==> src/rtl/example_rs.sv <==
// Reservation-station scheduling core for one functional unit: tracks per-slot
// pending dependencies, clears them on wakeup, and requests issue when ready.
module example_rs #(
  parameter int unsigned RS_ENTRIES = 4,
  parameter int unsigned NUM_FUS    = 2,
  parameter int unsigned DW         = RS_ENTRIES * NUM_FUS,
  parameter int unsigned IW         = $clog2(RS_ENTRIES)
) (
  input  logic                  clk,
  input  logic                  rst,
  input  logic                  disp_valid,
  input  logic [DW-1:0]         dependency_mask,
  input  logic                  wake_valid,
  input  logic [DW-1:0]         wake_mask,
  input  logic [RS_ENTRIES-1:0] grant,
  output logic [IW-1:0]         free_entry_out,
  output logic                  full_out,
  output logic [RS_ENTRIES-1:0] reqs
);

  logic [RS_ENTRIES-1:0] entry_valid_q, entry_valid_d;
  logic [DW-1:0]         entry_deps_q [RS_ENTRIES];
  logic [DW-1:0]         entry_deps_d [RS_ENTRIES];

  // Hierarchically visible state aliases.
  logic [RS_ENTRIES-1:0] entry_valid;
  logic [DW-1:0]         entry_deps [RS_ENTRIES];

  logic [DW-1:0] wake_eff;
  logic          disp_fire;

  assign entry_valid = entry_valid_q;
  assign entry_deps  = entry_deps_q;

  assign wake_eff  = wake_valid ? wake_mask : '0;
  assign full_out  = &entry_valid_q;
  assign disp_fire = disp_valid & ~full_out;

  always_comb begin
    for (int i = 0; i < RS_ENTRIES; i++) begin
      reqs[i] = entry_valid_q[i] & ~(|entry_deps_q[i]);
    end
  end

  // Lowest-index free slot; scanning downwards lets the lowest index win.
  always_comb begin
    free_entry_out = '0;
    for (int i = RS_ENTRIES - 1; i >= 0; i--) begin
      if (!entry_valid_q[i]) begin
        free_entry_out = IW'(i);
      end
    end
  end

  always_comb begin
    entry_valid_d = entry_valid_q;
    for (int i = 0; i < RS_ENTRIES; i++) begin
      entry_deps_d[i] = entry_deps_q[i];
      if (entry_valid_q[i]) begin
        entry_deps_d[i] = entry_deps_q[i] & ~wake_eff;
      end
      if (grant[i] && reqs[i]) begin
        entry_valid_d[i] = 1'b0;
        entry_deps_d[i]  = '0;
      end
      // Target is always an invalid slot, so it never collides with a grant.
      if (disp_fire && (free_entry_out == IW'(i))) begin
        entry_valid_d[i] = 1'b1;
        entry_deps_d[i]  = dependency_mask & ~wake_eff;
      end
    end
  end

  always_ff @(posedge clk) begin
    if (rst) begin
      entry_valid_q <= '0;
      for (int i = 0; i < RS_ENTRIES; i++) begin
        entry_deps_q[i] <= '0;
      end
    end else begin
      entry_valid_q <= entry_valid_d;
      for (int i = 0; i < RS_ENTRIES; i++) begin
        entry_deps_q[i] <= entry_deps_d[i];
      end
    end
  end

endmodule

==> config.mk <==
export PLATFORM = sky130hd
export DESIGN_NAME = example_rs
export DESIGN_NICKNAME = d
export VERILOG_FILES = /design/src/rtl/example_rs.sv
export SDC_FILE = /design/constraint.sdc
export NUM_CORES = 1
export LEC_CHECK = 0
export ABC_AREA = 1
export CAP_MARGIN = 20
export CORE_ASPECT_RATIO = 1.25
export CORE_MARGIN = 2
export CORE_UTILIZATION = 49
export CTS_BUF_LIST = sky130_fd_sc_hd__clkbuf_4 sky130_fd_sc_hd__clkbuf_8
export DETAILED_ROUTE_END_ITERATION = 8
export PLACE_DENSITY = 0.73
export SKIP_CTS_REPAIR_TIMING = 1
export SLEW_MARGIN = 20
export SYNTH_ARGS = -nofsm -noshare
export SYNTH_HDL_FRONTEND = slang
export SYNTH_SLANG_ARGS = --single-unit
export TNS_END_PERCENT = 10
==> constraint.sdc <==
create_clock -name clk -period 2 [get_ports clk]
set_clock_uncertainty 0.15 [all_clocks]
set_input_delay 0.4 -clock clk [delete_from_list [all_inputs] [get_ports clk]]
set_output_delay 0.4 -clock clk [all_outputs]
set_load 0.01 [all_outputs]
==> run summary <==
Status: completed
Clock share of power: 34.2%
Inst Count DP: 459
Drt total wl: 6.26 mm
Die ar.: 4900 um^2
Max IR drop VDD: 0.000404 V
Routed wire per std cell: 13.4 um
Gp weighted congestion: 0.868
Register share of total power: 44.4%
Initial DRC count: 170
Global-route wire length before repair: 10.3 mm
Endpoints failing setup: 0
Clk Latency, worst-skew pair: 290 ps
DIE WIDTH: 63.0 um
Port bufs: 30
Synth Area in XOR/XNOR: 0%
CTS Buf Count: 5
Final Core Density: 68.2%
CP max FO: 2
Hpwl dp: 4.57 mm
Number of H-tree levels: 2
Effective utilization at floorplan: 51.6%
Max-slew violations: 0
Worst Setup Path Type: reg2out
Clk sink count: 36
DR vias/cell: 5.05
Antenna violations before repair: 0
Crit path time final: 1880 ps
Avg Cell Area, Syn: 6.07 um^2
Post-route DRC violation count: 0
Final ANT Viol Nets: 0
Final Hold Slack: 315 ps
Final worst path period share: 94.0%
Hold WC Path Type: reg2reg
Area delta synth->final: 32.2%
LEAKAGE: 0.00140 uW
Power Density: 597 nW/um^2
Final non-filler cell area: 2820 um^2
Mapped Area: 2130 um^2
Final Power: 1680 uW
CTS tree: done
Seq/Total Area, Yosys: 33.8%
Max-Cap Viols: 0
I/O Pins: 31
Layout Nets: 434
Root Buffer Master: clkbuf_8
Switching power share of the total: 29.0%
Fmax achieved: 0.532 GHz
P_int: 1190 uW
Logic pwr share: 21.4%
Syn nets: 375
Worst Tran Pin Value: 275 ps
Die height: 77.7 um
Post-synthesis mux area share: 0%
Placed cell areas: 2700 um^2
Library cells used by synthesis: 27
Vias: 2360
Core area: 4130 um^2
Yosys warns: 0
Data arrival time of the worst path: 1330 ps
Worst path slowest cell: dfxtp_1
Largest family of logic cells by synthesized area: simple AND/OR/NAND/NOR gates
CP max stage delay: 350 ps
Non-Filler Instances: 467
Layout cell share with drive strength beyond 1: 13.4%
# diodes: 0
Bufs on Longest Clock Path: 2
CP endpoint kind: output pin
Synth Area in Adders: 0%
Required @ worst endpoint: 1450 ps
Overflow after GRT: 0
Sw Pwr: 488 uW
Post-Syn Instances: 351
CP cell instances: inv_2 > or2_2 > nor2_1 > and2_1 > dlymetal6s2s_1
Total track usage: 27.5%
Synthesized-area fraction occupied by and/or/nand/nor cells: 44.7%
Largest net degree at the start of global routing: 37
Headroom to the max-slew limit: 81.6%
Number of synthesized register bits: 36
First-pass iteration count of the detailed router: 4
# rows: 26
RSZ-0062 raised after global routing: no
Final hold viol count: 0
Clock transition at path regs: 70 ps
Startpoint types: register
Vias in the first global route: 2256
Compound-Gate Fraction of Synth Area: 11.0%
[Yosys cell counts (all sizes together)]
master	instances	area, um^2
inv	48	188
buf	3	20.0
nand2	137	531
or2	1	6.26
nand3b	1	7.51
a21oi	35	186
dfxtp	36	721
o21ai	8	40.0
nor4	1	6.26
nand3	32	190
clkbuf	4	15.0
nor3	12	60.1
nor2	29	134
nand4	2	12.5
a211oi	1	7.51
and2	1	6.26
[worst max-delay path, delay by kind of cell (launching register included)]
kind / cells / cell delay [ps]
flops: 1 / 350
buf+inv: 2 / 190
simple gates: 3 / 500
[final cells by class]
cell class                 count  area [um^2]
timing repair buffer          59          548
clock buffer                   8         97.6
multi-input combinational    260         1190
tap                           56         70.1
inverter                      48          188
sequential                    36          721
fill                         387         1320
[per-layer routing]
| metal | routed length, um | GRT usage, % |
|---|---|---|
| met1 | 2600 | 31.9 |
| met2 | 3140 | 47.4 |
| met3 | 293 | 5.65 |
| met4 | 230 | 13.8 |
| met5 | 0 | 0 |
[cell families (layout without fill, tap and decap cells)]
kind of cell,Yosys count,after routing
flops,36,36
compound gates,44,44
simple gates,216,216
buf+inv,55,115
[registers in the layout, summed over array words and instances, names as in the netlist]
register     cells
entry_deps      32
entry_valid      4
[through the flow]
stage / worst slack, ps / setup TNS, ps
final: 119 / 0
after global routing: 24.9 / 0
after CTS: -272 / -1250
after detailed placement: 24.5 / 0
after global placement: 59.8 / 0
after floorplan: 445 / 0
[power by group through the flow]
stage / clock network, uW / registers, uW / logic, uW
detailed placement: 0 / 762 / 358
floorplan: 0 / 757 / 196
finish: 575 / 745 / 360
CTS: 576 / 745 / 360
global route: 613 / 747 / 395
global placement: 0 / 761 / 355
[worst paths after layout]
| path | slack, ps | startpoint | endpoint | cells past startpoint |
|---|---|---|---|---|
| worst max register to register | 480 | entry_valid[1]$_SDFFE_PP0P_ | entry_deps[9]$_SDFFE_PP0P_ | 8 |
| worst max-delay path | 120 | entry_valid[2]$_SDFFE_PP0P_ | reqs[2] | 5 |
| worst min register to register | 320 | entry_deps[27]$_SDFFE_PP0P_ | entry_deps[27]$_SDFFE_PP0P_ | 2 |
| worst min-delay path | 320 | entry_deps[27]$_SDFFE_PP0P_ | entry_deps[27]$_SDFFE_PP0P_ | 2 |
[placed cells by master (no fill, tap or decap)]
master,instances
nand2_1,136
inv_1,41
dfxtp_1,36
a21oi_1,34
nand3_1,29
buf_4,28
nor2_1,25
clkdlybuf4s50_1,23
nor3_1,11
dlymetal6s2s_1,7
o21ai_0,6
clkbuf_8,6
inv_2,5
nor2_4,3
nand4_1,2
nand3_4,2
o21ai_1,2
clkbuf_4,2
nor4_1,1
nor3_2,1
or2_2,1
and2_1,1
a21oi_4,1
nand2_8,1
inv_6,1
nand3_2,1
nor2_2,1
inv_4,1
a211oi_1,1
nand3b_1,1
buf_12,1
Power figures use the tool's default switching activity.
